<file path="src/rtl/bfly_pair_sr_pkg.sv">
// Shared FFT definitions: block geometry, per-stage butterfly distances
// and the complex block type used between pipeline stages.
package bfly_pair_sr_pkg;

    localparam int FFT_DATA_W    = 9;
    localparam int FFT_UNIT_SIZE = 16;

    localparam int FFT_DEPTH_S0 = 16;
    localparam int FFT_DEPTH_S1 = 8;
    localparam int FFT_DEPTH_S2 = 4;
    localparam int FFT_DEPTH_S3 = 2;
    localparam int FFT_DEPTH_S4 = 1;

    typedef struct packed {
        logic [FFT_UNIT_SIZE-1:0][FFT_DATA_W-1:0] re;
        logic [FFT_UNIT_SIZE-1:0][FFT_DATA_W-1:0] im;
    } cplx_blk_t;

    // Index width that stays legal for the single-block stage.
    function automatic int idx_w(input int depth);
        return (depth > 1) ? $clog2(depth) : 1;
    endfunction

endpackage

</file>
<file path="src/rtl/bfly_pair_sr_mem.sv">
// First-half block store: register array, one write port and one
// combinational read port.
module bfly_pair_mem #(
    parameter int DEPTH = 16,
    parameter int W     = 288,
    parameter int AW    = 4
) (
    input  logic          clk,
    input  logic          we,
    input  logic [AW-1:0] waddr,
    input  logic [W-1:0]  wdata,
    input  logic [AW-1:0] raddr,
    output logic [W-1:0]  rdata
);

    logic [W-1:0] mem_q [DEPTH];

    always_ff @(posedge clk) begin
        if (we) begin
            mem_q[waddr] <= wdata;
        end
    end

    assign rdata = mem_q[raddr];

endmodule

</file>
<file path="src/rtl/bfly_pair_sr.sv">
// Pairs each second-half block of a frame with its buffered first-half
// partner so the next butterfly sees aligned operands.
module bfly_pair_sr
    import bfly_pair_sr_pkg::*;
#(
    parameter  int DATA_W    = FFT_DATA_W,
    parameter  int UNIT_SIZE = FFT_UNIT_SIZE,
    parameter  int DEPTH     = FFT_DEPTH_S0,
    localparam int IDX_W     = idx_w(DEPTH)
) (
    input  logic                     clk,
    input  logic                     rst,
    input  logic                     din_valid,
    input  logic signed [DATA_W-1:0] din_real [0:UNIT_SIZE-1],
    input  logic signed [DATA_W-1:0] din_imag [0:UNIT_SIZE-1],
    output logic                     valid_out,
    output logic signed [DATA_W-1:0] sr_real  [0:UNIT_SIZE-1],
    output logic signed [DATA_W-1:0] sr_imag  [0:UNIT_SIZE-1],
    output logic signed [DATA_W-1:0] org_real [0:UNIT_SIZE-1],
    output logic signed [DATA_W-1:0] org_imag [0:UNIT_SIZE-1],
    output logic [IDX_W-1:0]         pair_idx,
    output logic                     frame_done
);

    localparam int CW = $clog2(2 * DEPTH);
    localparam int LW = UNIT_SIZE * DATA_W;
    localparam int MW = 2 * LW;

    logic [CW-1:0]    blk_cnt_q, blk_cnt_d;
    logic             valid_q, valid_d;
    logic             fdone_q, fdone_d;
    logic [IDX_W-1:0] idx_q, idx_d;
    logic signed [DATA_W-1:0] sr_re_q  [UNIT_SIZE];
    logic signed [DATA_W-1:0] sr_im_q  [UNIT_SIZE];
    logic signed [DATA_W-1:0] org_re_q [UNIT_SIZE];
    logic signed [DATA_W-1:0] org_im_q [UNIT_SIZE];
    logic signed [DATA_W-1:0] sr_re_d  [UNIT_SIZE];
    logic signed [DATA_W-1:0] sr_im_d  [UNIT_SIZE];
    logic signed [DATA_W-1:0] org_re_d [UNIT_SIZE];
    logic signed [DATA_W-1:0] org_im_d [UNIT_SIZE];

    logic             pair_ph;
    logic [IDX_W-1:0] slot;
    logic             wr_en;
    logic [MW-1:0]    wr_data;
    logic [MW-1:0]    rd_data;

    // Counter MSB is the phase; low bits address the partner slot.
    assign pair_ph = blk_cnt_q[CW-1];
    assign slot    = IDX_W'(blk_cnt_q & CW'(DEPTH - 1));
    assign wr_en   = din_valid & ~pair_ph;

    always_comb begin
        wr_data = '0;
        for (int i = 0; i < UNIT_SIZE; i++) begin
            wr_data[i*DATA_W +: DATA_W]      = din_real[i];
            wr_data[LW + i*DATA_W +: DATA_W] = din_imag[i];
        end
    end

    bfly_pair_mem #(
        .DEPTH (DEPTH),
        .W     (MW),
        .AW    (IDX_W)
    ) u_mem (
        .clk   (clk),
        .we    (wr_en),
        .waddr (slot),
        .wdata (wr_data),
        .raddr (slot),
        .rdata (rd_data)
    );

    always_comb begin
        blk_cnt_d = blk_cnt_q;
        valid_d   = 1'b0;
        fdone_d   = 1'b0;
        idx_d     = idx_q;
        sr_re_d   = sr_re_q;
        sr_im_d   = sr_im_q;
        org_re_d  = org_re_q;
        org_im_d  = org_im_q;
        if (din_valid) begin
            blk_cnt_d = blk_cnt_q + CW'(1);
            if (pair_ph) begin
                valid_d = 1'b1;
                idx_d   = slot;
                fdone_d = (slot == IDX_W'(DEPTH - 1));
                for (int i = 0; i < UNIT_SIZE; i++) begin
                    sr_re_d[i]  = rd_data[i*DATA_W +: DATA_W];
                    sr_im_d[i]  = rd_data[LW + i*DATA_W +: DATA_W];
                    org_re_d[i] = din_real[i];
                    org_im_d[i] = din_imag[i];
                end
            end
        end
    end

    always_ff @(posedge clk or posedge rst) begin
        if (rst) begin
            blk_cnt_q <= '0;
            valid_q   <= 1'b0;
            fdone_q   <= 1'b0;
            idx_q     <= '0;
            sr_re_q   <= '{default: '0};
            sr_im_q   <= '{default: '0};
            org_re_q  <= '{default: '0};
            org_im_q  <= '{default: '0};
        end else begin
            blk_cnt_q <= blk_cnt_d;
            valid_q   <= valid_d;
            fdone_q   <= fdone_d;
            idx_q     <= idx_d;
            sr_re_q   <= sr_re_d;
            sr_im_q   <= sr_im_d;
            org_re_q  <= org_re_d;
            org_im_q  <= org_im_d;
        end
    end

    assign valid_out  = valid_q;
    assign frame_done = fdone_q;
    assign pair_idx   = idx_q;
    assign sr_real    = sr_re_q;
    assign sr_imag    = sr_im_q;
    assign org_real   = org_re_q;
    assign org_imag   = org_im_q;

endmodule

</file>
<file path="config.mk">
export PLATFORM = sky130hd
export DESIGN_NAME = bfly_pair_sr
export DESIGN_NICKNAME = d
export VERILOG_FILES = /design/src/rtl/bfly_pair_sr_pkg.sv /design/src/rtl/bfly_pair_sr_mem.sv /design/src/rtl/bfly_pair_sr.sv
export SDC_FILE = /design/constraint.sdc
export NUM_CORES = 2
export LEC_CHECK = 0
export CORE_MARGIN = 5
export CORE_UTILIZATION = 60
export CTS_CLUSTER_DIAMETER = 200
export DETAILED_ROUTE_END_ITERATION = 6
export PLACE_DENSITY = 0.88
export SYNTH_ARGS = -nofsm -noshare
export SYNTH_HDL_FRONTEND = slang
export SYNTH_MEMORY_MAX_BITS = 65536
export SYNTH_SLANG_ARGS = --single-unit
</file>
<file path="constraint.sdc">
create_clock -name clk -period 23.6 [get_ports clk]
set_clock_uncertainty 0.1 [all_clocks]
set_input_delay 2.36 -clock clk [delete_from_list [all_inputs] [get_ports clk]]
set_output_delay 2.36 -clock clk [all_outputs]
set_load 0.05 [all_outputs]
</file>
---- Yosys cells after proc, flatten, opt, wreduce, memory -nomap -nowiden ----
Memories as Yosys holds them, arrays and structs flattened. A register that Yosys moved wholly into a read port is not among the register bits.
Index checks and enable logic that the tools add are counted.
storage, ports and cells
  register bits ........................... 299
  memory bits (writable) .................. 4608
  bits of input ports ..................... 291
  output and inout bits ................... 582
  word-level logic and storage cells ...... 48
  memories ................................ 1
memories
  memory       depth  bits a word  read ports  clocked after memory_dff  write ports  line                    text
  u_mem.mem_q  16     288          1           1                         1            bfly_pair_sr_mem.sv:16  logic [W-1:0] mem_q [DEPTH];
cells by class
  $add $sub $neg .......................... 1
  equality and inequality tests ........... 1
  muxes and demuxes ....................... 6
  bitwise logic cells ..................... 2
  reduce and logical (&&, ||, !) cells .... 1
operator list
  kind                 count
  $mux 1               6
  $add 5x1->5 const B  1
  $eq 4x4->1 const B   1
  $reduce_and 2->1     1
  $and 1x1->1          1
  $not 1->1            1

---- Logic depth before layout (Yosys ltp) ----
  depth in word-level cells ............... 4
  gate-level depth with buffers ........... 9
  gate-level depth less buffers ........... 4

---- Modules after synthesis ----
A second synthesis with hierarchy kept.
second synthesis, totals
  cells, all modules ...................... 8448
  area total of the unflattened synthesis .. 197582.0 sq um
by module, submodules not included
  module         times used  cells each  area an instance (sq um)
  bfly_pair_mem  1           7202        173029.7
  bfly_pair_sr   1           1246        24552.3

---- Worst setup path before layout ----
No wires, ideal clock.
  kind .................................... in2reg
  from .................................... input port din_valid
  to ...................................... memory u_mem.mem_q[11][0], enable pin
  arrival ................................. 14.674 ns
  slack ................................... 7.883 ns
  cell stages on the path ................. 3
  path buffers ............................ 1
  path through ............................ clkbuf_1 -> nand2b_1 -> nor2_1
between the ends
  cells in the longest elaborated chain, start to end .. 3
RTL lines
  what                          line                    text
  start, declared               bfly_pair_sr.sv:13      input logic din_valid,
  $and 1x1->1                   bfly_pair_sr.sv:51      assign wr_en = din_valid & ~pair_ph;
  $mux 1                        bfly_pair_sr_mem.sv:19  if (we) begin
  $mux 1 (not written as such)  bfly_pair_sr_mem.sv:20  mem_q[waddr] <= wdata;
  end, declared                 bfly_pair_sr_mem.sv:16
Every way passes these cells.

---- Final worst setup path ----
  from .................................... input port din_valid
  to ...................................... register sr_re_q, in the netlist sr_real[28]
between the ends
  cells in the longest elaborated chain, start to end .. 1
RTL lines
  what                        line                 text
  $reduce_and 2->1 (no line)  --
  end signal, assigned        bfly_pair_sr.sv:114  sr_re_q <= sr_re_d;
  end, declared               bfly_pair_sr.sv:33   logic signed [DATA_W-1:0] sr_re_q [UNIT_SIZE];
Every way passes these cells.
A chain may end at the register's enable or synchronous reset.

==> results.sh <==
export IMPL_reg2reg_depth=8
export IMPL_grt_max_degree=181
export IMPL_cts_resized=0
export IMPL_hpwl_um=282000
export IMPL_syn_inst=10824
export IMPL_yosysTopAreaCell="edfxtp_1"
export IMPL_antenna_found_initial=39
export IMPL_hold_depth=2
export IMPL_crit_chain="clkdlybuf4s50_1, buf_4, nand2_4, inv_8, buf_12, buf_4, buf_4, buf_4, nor2_1, a21oi_1"
export IMPL_switching_share_pct=36.3
export IMPL_core_area_mm2=0.325
export IMPL_mappedNetlistArea_mm2=0.196
export IMPL_switchingPower_uw=10600
export IMPL_crit_arrival_ns=8.29
export IMPL_critPathLaunchType="primary input"
export IMPL_async_reset_ff_share_pct=11.3
export IMPL_vias_per_cell=6.94
export IMPL_tightest_slew_ns=1.56
export IMPL_synthToLayoutAreaGrowth_pct=14.5
export IMPL_crit_path_end_kind="flip-flop"
export IMPL_rsz0062_at_grt="false"
export IMPL_drt_iter0_drc=18585
export IMPL_gr_total_overflow=0
export IMPL_syn_area_per_cell_um2=18.1
export IMPL_nNetsFinal=12013
export IMPL_fmax_mhz=133
export IMPL_cts_sinks=5195
export IMPL_ys_flop_type="edfxtp_1"
export IMPL_violations="design-rule violations, max-slew violations"
export IMPL_boundaryPins=873
export IMPL_rows=209
export IMPL_place_inst=15569
export IMPL_cts_setup_buffers=0
export IMPL_drc_errors=2
export IMPL_die_w_um=581
export IMPL_routed_wl_um=561000
export IMPL_synth_edf_count=4608
export IMPL_combinationalPowerShare_pct=32.5
export IMPL_first_pass_iters=7
export IMPL_status="finished, violations left"
export IMPL_ys_seq_area_share_pct=78.2
export IMPL_synth_xor_area_share_pct=0.0134
export IMPL_period_needed_ns=7.52
export IMPL_yosysTopAreaCellShare_pct=70.7
export IMPL_grt_pass1_wl_um=800000
export IMPL_clock_power_share_pct=26.5
export IMPL_port_buffers=872
export IMPL_synth_warnings=0
export IMPL_finalHoldViolations=0
export IMPL_p_leak_uw=0.0771
export IMPL_cts_root_buf="clkbuf_16"
export IMPL_routedWlPerCell_um=34.0
export IMPL_clk_pin_slew_ns=0.07
export IMPL_fin_cells=16488
export IMPL_power_density_mw_per_mm2=130
export IMPL_timing_slew_headroom_pct=-4.24
export IMPL_internal_power_uw=18600
export IMPL_crit_path_top_delay_cell="buf_4"
export IMPL_cpPeakStageDelay_ns=0.91
export IMPL_vdd_drop_max_uv=132
export IMPL_p_seq_share_pct=41.0
export IMPL_ys_ff_latch=5195
export IMPL_grt_pass1_vias=117805
export IMPL_cts_max_level=5
export IMPL_cap_viol_max_count=0
export IMPL_drv_slew=42
export IMPL_synth_mux_area_share_pct=12.3
export IMPL_grt_usage_pct=32.4
export IMPL_insertion_delay_ns=1.00
export IMPL_setup_violations=0
export IMPL_drive_gt1_share_pct=11.5
export IMPL_initial_core_util_pct=60.3
export IMPL_layout_commonest_cell="edfxtp_1"
export IMPL_setup_tns_ns=0
export IMPL_worstSetupPathType="in -> reg"
export IMPL_die_area_mm2=0.338
export IMPL_fin_crit_sh_pct=31.9
export IMPL_worstPathMaxFanout=180
export IMPL_synth_area_leaders="edfxtp_1, mux2i_1, dfrtp_1"
export IMPL_synth_compound_area_share_pct=4.20
export IMPL_synth_top_family_by_area="multiplexers"
export IMPL_routabilityCongestion=0.818
export IMPL_crit_required_ns=24.37
export IMPL_ys_types=42
export IMPL_synth_nets=11120
export IMPL_crit_top_cell="buf_4"
export IMPL_vias=114458
export IMPL_numCtsBuffers=471
export IMPL_hp_class="reg -> reg"
export IMPL_die_h_um=581
export IMPL_synthAdderAreaFrac_pct=0.0320
export IMPL_layout_common_cells="edfxtp_1, mux2i_1, nand2_1, clkdlybuf4s50_1, dfrtp_1"
export IMPL_synthSimpleGateAreaFrac_pct=3.65
export IMPL_ant_nets=0
export IMPL_cts_hold_buf=0
export IMPL_cts_buffer_depth=4
export IMPL_cts_tree="yes"
[per-stage QoR]
| stage | area (um2) | power, uW | hold WS, ns | setup WS, ns | util (%) |
|---|---|---|---|---|---|
| detailed placement | 208000 | 21200 | 0.363 | 15.58 | 64.2 |
| CTS | 224000 | 29000 | 0.380 | 16.53 | 69.1 |
| global placement | 208000 | 20900 | 0.357 | 15.75 | 64.2 |
| floorplan | 196000 | 18100 | 0.459 | 4.71 | - |
| global route | 224000 | 29900 | 0.398 | 16.26 | 69.1 |
| finish | 224000 | 29100 | 0.374 | 16.08 | 69.1 |
[Yosys cell counts (5+ instances only)]
library cell / n
buf_6: 33
o221ai_1: 75
nor2_1: 353
buf_4: 89
and3_1: 9
mux4_2: 350
o21ai_0: 12
o2111ai_1: 148
clkbuf_1: 254
dfrtp_1: 587
nand2_1: 1175
o22ai_1: 542
and2_1: 10
a31oi_1: 62
ha_1: 5
a22oi_1: 64
o22ai_2: 31
buf_1: 23
mux2i_1: 1514
mux2_2: 88
nor3_1: 226
edfxtp_1: 4608
buf_2: 233
nand3b_1: 7
a21oi_1: 298
[cell type report]
cell class,count,area [um2]
clock buffers,664,13300
inverters,4,30.0
flip-flops and latches,5195,153000
repair buffers,1052,10400
fillers,17925,100000
clock inverters,227,2380
well taps,4325,5410
multi-input cells,4993,39600
diodes,28,70.1
[power by group through the flow]
stage,Sequential (uW),Combinational [uW],Clock (uW)
2_1_floorplan,13500,4560,0
3_3_place_gp,12000,8890,0
3_5_place_dp,12000,9160,0
4_1_cts,11900,9370,7730
5_1_grt,12000,9770,8150
6_report,11900,9480,7720
[kinds of logic (layout without fill, tap and decap cells)]
family / count (synthesis) / in the layout
flops: 5195 / 5195
mux: 1952 / 1952
simple gates: 1794 / 1794
compound gates: 1239 / 1239
buf+inv: 636 / 1947
fa+ha+maj: 5 / 5
xor+xnor: 3 / 3
other cells: 0 / 28
[critical path, delay by kind of cell]
kind,cells,cell delay (ns)
buf+inv,7,4.26
simple gates,2,0.51
compound gates,1,0.24
[state kept, by name (all words and copies together), names as in the netlist, 4 cells and up]
name,cells
sr_imag,144
pair_idx,4
u_mem.mem_q,4608
org_imag,144
blk_cnt_q,5
sr_real,144
org_real,144
[path summary, 6_finish.rpt]
kind / end / slack, ns / start
setup / recovery: sr_real[28] / 16.08 / din_valid
hold reg to reg: org_real[85] / 0.37 / org_real[85]
max in group asynchronous: blk_cnt_q[0] / 18.48 / rst
setup reg to reg: sr_real[119] / 16.97 / blk_cnt_q[1]
min in group asynchronous: org_real[36] / 1.85 / rst
hold / removal: org_real[85] / 0.37 / org_real[85]
[per-layer routing]
metal / share of wire (%) / track usage (%) / vias to the layer above / wire length [um]
met5: 0.020 / 0 / - / 115
met4: 5.9 / 18.0 / 18 / 33300
met3: 13 / 7.70 / 1948 / 73800
met2: 49 / 53.0 / 10836 / 274000
met1: 32 / 40.3 / 57337 / 180000
li1: - / - / 44319 / -
Power figures use the tool's default switching activity.
